File: src/rtl/mem_arbiter_pkg.sv
// Shared definitions for the ICache/DCache main-memory arbiter: FSM state
// encoding, grant identifiers and the line-offset width helper.
package mem_arbiter_pkg;

  typedef enum logic [2:0] {
    ARB_IDLE    = 3'd0,
    ARB_ISSUE   = 3'd1,
    ARB_RDATA   = 3'd2,
    ARB_WDATA   = 3'd3,
    ARB_DELIVER = 3'd4
  } arb_state_e;

  localparam logic GRANT_IC = 1'b0;
  localparam logic GRANT_DC = 1'b1;

  // Number of byte-offset bits inside one cache line.
  function automatic int line_off_width(input int line_bits);
    return $clog2(line_bits / 8);
  endfunction

endpackage

File: src/rtl/mem_arb_line_buffer.sv
// Line-wide data/mask register with a beat counter; serializes writeback
// lines into beats and assembles refill beats into a line.
module mem_arb_line_buffer #(
  parameter int DATA_WIDTH = 128,
  parameter int BEATS      = 4
) (
  input  logic                          clk,
  input  logic                          reset,
  input  logic                          load,
  input  logic [BEATS*DATA_WIDTH-1:0]   load_line,
  input  logic [BEATS*DATA_WIDTH/8-1:0] load_mask,
  input  logic                          beat_wr,
  input  logic                          beat_adv,
  input  logic [DATA_WIDTH-1:0]         beat_in,
  output logic [BEATS*DATA_WIDTH-1:0]   line,
  output logic [DATA_WIDTH-1:0]         beat_bits,
  output logic [DATA_WIDTH/8-1:0]       beat_mask,
  output logic                          last_beat
);

  localparam int LINE  = BEATS * DATA_WIDTH;
  localparam int CNT_W = (BEATS > 1) ? $clog2(BEATS) : 1;

  logic [LINE-1:0]   line_q;
  logic [LINE/8-1:0] mask_q;
  logic [CNT_W-1:0]  cnt;

  assign last_beat = (cnt == CNT_W'(BEATS - 1));
  assign line      = line_q;
  assign beat_bits = line_q[cnt*DATA_WIDTH +: DATA_WIDTH];
  assign beat_mask = mask_q[cnt*(DATA_WIDTH/8) +: DATA_WIDTH/8];

  always_ff @(posedge clk) begin
    if (reset) begin
      line_q <= '0;
      mask_q <= '0;
      cnt    <= '0;
    end else if (load) begin
      line_q <= load_line;
      mask_q <= load_mask;
      cnt    <= '0;
    end else if (beat_wr || beat_adv) begin
      if (beat_wr) begin
        line_q[cnt*DATA_WIDTH +: DATA_WIDTH] <= beat_in;
      end
      // Counter wraps to zero on the last beat so the next line starts clean.
      cnt <= last_beat ? '0 : cnt + 1'b1;
    end
  end

endmodule

File: src/rtl/mem_arbiter.sv
// Round-robin arbiter sharing one main-memory port between ICache refills
// and DCache refills/writebacks, one whole-line transaction at a time.
module mem_arbiter
  import mem_arbiter_pkg::*;
#(
  parameter int ADDR_WIDTH = 32,
  parameter int DATA_WIDTH = 128,
  parameter int BEATS      = 4
) (
  input  logic                          clk,
  input  logic                          reset,
  input  logic                          ic_req_valid,
  output logic                          ic_req_ready,
  input  logic [ADDR_WIDTH-1:0]         ic_req_addr,
  output logic                          ic_resp_valid,
  output logic [BEATS*DATA_WIDTH-1:0]   ic_resp_data,
  input  logic                          dc_req_valid,
  output logic                          dc_req_ready,
  input  logic                          dc_req_rnw,
  input  logic [ADDR_WIDTH-1:0]         dc_req_addr,
  input  logic [BEATS*DATA_WIDTH-1:0]   dc_req_wdata,
  input  logic [BEATS*DATA_WIDTH/8-1:0] dc_req_wmask,
  output logic                          dc_resp_valid,
  output logic [BEATS*DATA_WIDTH-1:0]   dc_resp_data,
  output logic                          mem_req_valid,
  input  logic                          mem_req_ready,
  output logic                          mem_req_rnw,
  output logic [ADDR_WIDTH-1:0]         mem_req_addr,
  output logic                          mem_req_data_valid,
  input  logic                          mem_req_data_ready,
  output logic [DATA_WIDTH-1:0]         mem_req_data_bits,
  output logic [DATA_WIDTH/8-1:0]       mem_req_data_mask,
  input  logic                          mem_resp_valid,
  input  logic [DATA_WIDTH-1:0]         mem_resp_data
);

  localparam int LINE  = BEATS * DATA_WIDTH;
  localparam int OFF_W = line_off_width(LINE);
  localparam logic [ADDR_WIDTH-1:0] LINE_ALIGN = ~ADDR_WIDTH'((64'd1 << OFF_W) - 64'd1);

  // Handshakes: a transfer happens on a rising edge where valid && ready;
  // valid never depends on ready, and ready may depend on valid.
  arb_state_e            state, state_next;
  logic                  last_grant, owner, rnw_q;
  logic [ADDR_WIDTH-1:0] addr_q;
  logic                  grant_dc, grant_ic, accept;
  logic                  beat_wr, beat_adv, last_beat;
  logic [LINE-1:0]       line;
  logic [DATA_WIDTH-1:0] beat_bits;
  logic [DATA_WIDTH/8-1:0] beat_mask;

  assign grant_dc     = dc_req_valid && (!ic_req_valid || last_grant == GRANT_IC);
  assign grant_ic     = ic_req_valid && !grant_dc;
  assign ic_req_ready = (state == ARB_IDLE) && grant_ic;
  assign dc_req_ready = (state == ARB_IDLE) && grant_dc;
  assign accept       = (ic_req_valid && ic_req_ready) || (dc_req_valid && dc_req_ready);

  mem_arb_line_buffer #(
    .DATA_WIDTH(DATA_WIDTH),
    .BEATS     (BEATS)
  ) u_line_buffer (
    .clk      (clk),
    .reset    (reset),
    .load     (accept),
    .load_line(grant_dc ? dc_req_wdata : '0),
    .load_mask(grant_dc ? dc_req_wmask : '0),
    .beat_wr  (beat_wr),
    .beat_adv (beat_adv),
    .beat_in  (mem_resp_data),
    .line     (line),
    .beat_bits(beat_bits),
    .beat_mask(beat_mask),
    .last_beat(last_beat)
  );

  always_ff @(posedge clk) begin
    if (reset) begin
      state      <= ARB_IDLE;
      last_grant <= GRANT_IC;
      owner      <= GRANT_IC;
      rnw_q      <= 1'b0;
      addr_q     <= '0;
    end else begin
      state <= state_next;
      if (accept) begin
        owner      <= grant_dc ? GRANT_DC : GRANT_IC;
        last_grant <= grant_dc ? GRANT_DC : GRANT_IC;
        rnw_q      <= grant_dc ? dc_req_rnw : 1'b1;
        addr_q     <= grant_dc ? dc_req_addr : ic_req_addr;
      end
    end
  end

  always_comb begin
    state_next         = state;
    mem_req_valid      = 1'b0;
    mem_req_rnw        = 1'b0;
    mem_req_addr       = '0;
    mem_req_data_valid = 1'b0;
    mem_req_data_bits  = '0;
    mem_req_data_mask  = '0;
    ic_resp_valid      = 1'b0;
    ic_resp_data       = '0;
    dc_resp_valid      = 1'b0;
    dc_resp_data       = '0;
    beat_wr            = 1'b0;
    beat_adv           = 1'b0;
    case (state)
      ARB_IDLE: begin
        if (accept) state_next = ARB_ISSUE;
      end
      ARB_ISSUE: begin
        mem_req_valid = 1'b1;
        mem_req_rnw   = rnw_q;
        mem_req_addr  = addr_q & LINE_ALIGN;
        if (mem_req_ready) state_next = rnw_q ? ARB_RDATA : ARB_WDATA;
      end
      ARB_WDATA: begin
        mem_req_data_valid = 1'b1;
        mem_req_data_bits  = beat_bits;
        mem_req_data_mask  = beat_mask;
        if (mem_req_data_ready) begin
          beat_adv = 1'b1;
          if (last_beat) state_next = ARB_DELIVER;
        end
      end
      ARB_RDATA: begin
        if (mem_resp_valid) begin
          beat_wr = 1'b1;
          if (last_beat) state_next = ARB_DELIVER;
        end
      end
      ARB_DELIVER: begin
        // Writes are acknowledged with an all-zero line.
        if (owner == GRANT_DC) begin
          dc_resp_valid = 1'b1;
          dc_resp_data  = rnw_q ? line : '0;
        end else begin
          ic_resp_valid = 1'b1;
          ic_resp_data  = line;
        end
        state_next = ARB_IDLE;
      end
      default: state_next = ARB_IDLE;
    endcase
  end

  resp_only_in_rdata: assert property (
    @(posedge clk) disable iff (reset) mem_resp_valid |-> state == ARB_RDATA
  );

endmodule

File: config.mk
export PLATFORM = sky130hd
export DESIGN_NAME = mem_arbiter
export DESIGN_NICKNAME = d
export VERILOG_FILES = /design/src/rtl/mem_arbiter_pkg.sv /design/src/rtl/mem_arb_line_buffer.sv /design/src/rtl/mem_arbiter.sv
export SDC_FILE = /design/constraint.sdc
export NUM_CORES = 2
export LEC_CHECK = 0
export BUFFER_PORTS_ARGS = -buffer_cell sky130_fd_sc_hd__buf_2
export CORE_AREA = 2 2 769 771
export DETAILED_ROUTE_END_ITERATION = 16
export DIE_AREA = 0 0 771 773
export PLACE_DENSITY_LB_ADDON = 0.05
export SLEW_MARGIN = 30
export SYNTH_ARGS = -nofsm -noshare
export SYNTH_HDL_FRONTEND = slang
export SYNTH_HIERARCHICAL = 1
export SYNTH_SLANG_ARGS = --single-unit
File: constraint.sdc
create_clock -name clk -period 3.3 [get_ports clk]
set_input_delay 0.165 -clock clk [delete_from_list [all_inputs] [get_ports clk]]
set_output_delay 0.165 -clock clk [all_outputs]
set_load 0.05 [all_outputs]
==> results.ini <==
[outcome]
outcome = finished clean

[clocking]
h-tree-depth = 3
clock_path_buffers = 4
insertion_delay_ns = 0.93
cts_tree = yes
clock_sinks = 609
clkTransAtPathRegs_ns = 0.06
numCtsBuffers = 110
root_buffer = clkbuf_16

[setup_path]
path_class = reg -> out
startpoint_type = register
critical_path.max_fanout = 46
r2r_cells = 10
required_ns = 3.13
worstPathArrival_ns = 3.07
cp-end-kind = output pin

[power_and_ir_drop]
vdd_ir_drop_max_mv = 0.450
p_leak_nw = 31.4
comb_power_share_pct = 33.1
pwr-share-clk_pct = 36.2
power_mw = 31.8
seq_power_share_pct = 30.8
powerDensity_nw_per_um2 = 413
p_int_mw = 18.5
switching_share_pct = 41.8
power.switching_mw = 13.3

[layout]
utilization_pct = 13.1
final_nets = 8432
instances_no_fill = 15667
fillers = 68251
layout-drive-gt1-share_pct = 34.7
final_area_um2 = 76900
areaGrowthSynthToFinish_pct = 92.0

[routing]
first_pass_iters = 5
viasPerCell = 3.38
postRouteAntennaNets = 0
post_drt_wl_per_cell_um = 32.8
vias = 53025
wl_um = 514000
route.detailed.drc = 0
drtIter0Drc = 3588

[sta]
hold_ws_ns = 0.0898
tightest_slew_ns = 1.21
slew_headroom_pct = 19.2
hold_violations = 0
tns_ns = 0
rsz0062_at_grt = true
finalSetupViolCount = 0
fin_crit_ns = 3.24
setup_slack_ns = 0.0603
min_period_over_period_pct = 98.2
fin_skew_ns = 0.119
maxSlewViolCount = 0
fmax_mhz = 309

[global_route]
antenna_found_initial = 310
grt_use_total_pct = 16.4
grt_pass1_vias = 54878
grt_max_degree = 92
grt_pass1_wl_um = 643000
overflow = 0

[yosys]
syn_area_um2 = 40000
yosys-top-cells-area = dfxtp_1, and2_1, a22oi_1, mux4_2, a21oi_1
synthFlopType = dfxtp_1
yosys.area.top_type = dfxtp_1
synthArstFlopShare_pct = 0
ys_seq_elements = 609
synthCells = 4926
synth_top_area_share_pct = 30.5
ys_types = 40
syn_avg_cell_area_um2 = 8.13
yosysSeqAreaShare_pct = 30.5
synth_edf_count = 0
yosys_warnings = 6

[worst_hold_path]
hold_path_class = in -> reg
hold_depth = 4

[placed_design]
gp_congestion = 0.831
dp_slack_ns = 0.385
io_buffers = 1964
dp.cells = 14409
dp_hpwl_um = 400000
placed_area_um2 = 62000

[floorplan]
ios = 1983
start_util_pct = 6.81
die_area_um2 = 596000
die_h_um = 773
core_area_um2 = 588000
rows = 282
fp.dieW_um = 771

[run]
drv_cap = 0

==> registers in the layout, indices dropped and copies added (netlist names) <==
register and flops:
owner 1, u_line_buffer/mask_q 64, state 3, rnw_q 1, addr_q 26, u_line_buffer/line 512, u_line_buffer/cnt 2
==> Yosys cell counts (2+ instances only) <==
master and n:
a21bo_2 2, a21oi_1 546, a22oi_1 512, a311oi_1 27
and2_1 1630, and3_1 147, and3b_1 2, buf_1 12
buf_2 140, buf_4 56, buf_6 9, clkbuf_1 305
clkbuf_2 47, dfxtp_1 609, ha_1 5, inv_1 4
mux2i_1 66, mux4_2 144, nand2_1 56, nand3_1 512
nor2_1 69, nor2b_1 4, nor3_1 3, nor3b_2 2
o211ai_1 2
==> path summary, 6_finish.rpt <==
kind	startpoint	to	slack, ns
max reg2reg	state[0]$_SDFFE_PP0P_	u_line_buffer/line[31]$_SDFFE_PP0P_	0.10
min reg2reg	u_line_buffer/mask_q[57]$_SDFFE_PP0P_	u_line_buffer/mask_q[57]$_SDFFE_PP0P_	0.49
max	state[1]$_SDFFE_PP0P_	mem_req_data_bits[52]	0.06
min	dc_req_wdata[238]	u_line_buffer/line[238]$_SDFFE_PP0P_	0.09
==> kinds of logic (layout without fill, tap and decap cells) <==
family,after synthesis,in the layout,synth area share (%)
buf+inv,573,3362,6.65
other cells,1,143,0.00937
simple gates,2434,2434,35.8
fa+ha+maj,5,5,0.156
mux,210,210,9.75
compound gates,1094,1094,17.2
flops,609,609,30.5
==> worst max-delay path, cell delays in order (launching register included) <==
cell	delay, ns
dfxtp_2	0.49
nor2b_4	0.27
buf_4	0.16
buf_16	0.18
and3_4	0.34
buf_2	0.29
==> what timing repair did <==
item	in CTS	in global routing
endpoints found under the hold margin	609	0
buffers inserted	34	10
pin swaps	8	1
hold buffers	873	0
gates resized for setup	426	16
endpoints found under the setup margin	959	151
cloned	20	4
==> power groups by stage <==
stage	Sequential (mW)	Clock, mW	Combinational (mW)
detailed placement	10.0	0	9.28
floorplan	8.71	0	4.49
finish	9.76	11.5	10.5
global placement	10.0	0	9.32
global route	9.83	12.2	11.2
CTS	9.83	12.1	10.8
==> layout by cell type (no fill, tap or decap), types with 3 or more instances in the layout <==
| cell | n |
|---|---|
| dlygate4sd3_1 | 873 |
| clkinv_2 | 15 |
| a21oi_4 | 4 |
| nand3_1 | 512 |
| buf_16 | 31 |
| inv_1 | 4 |
| a311oi_1 | 27 |
| nand2_1 | 56 |
| buf_2 | 1541 |
| a22oi_1 | 512 |
| and3_2 | 14 |
| a21oi_1 | 542 |
| and2_1 | 1609 |
| buf_4 | 476 |
| mux4_2 | 144 |
| clkbuf_8 | 20 |
| diode_2 | 137 |
| conb_1 | 6 |
| buf_8 | 8 |
| bufbuf_16 | 7 |
| nor2_1 | 68 |
| clkbuf_1 | 31 |
| mux2i_1 | 66 |
| clkbuf_16 | 114 |
| clkbuf_4 | 5 |
| and2_2 | 15 |
| dfxtp_1 | 603 |
| and3_4 | 18 |
| buf_12 | 204 |
| and2_4 | 6 |
| nor2b_4 | 3 |
| dfxtp_4 | 4 |
| ha_1 | 5 |
| and3_1 | 115 |
| buf_6 | 28 |
==> final cells by class <==
class                           count  area (um2)  share of cell area (%)
Antenna cell                      137         343                   0.446
Sequential cell                   609       12200                    15.9
Multi-Input combinational cell   3749       25500                    33.1
Clock inverter                     20         169                   0.220
Inverter                            4        15.0                  0.0195
Tap cell                         7810        9770                    12.7
Clock buffer                      161        3140                    4.09
Timing Repair Buffer             3177       25800                    33.5
==> routing by layer <==
layer	up-vias	part of all wire [%]	global-route usage (%)
li1	22942	-	-
met1	27003	44	21.0
met5	-	0.13	0
met2	2465	47	27.6
met4	106	1.7	2.19
met3	509	8.0	5.14
No activity file was read; power rests on OpenSTA's default activity.
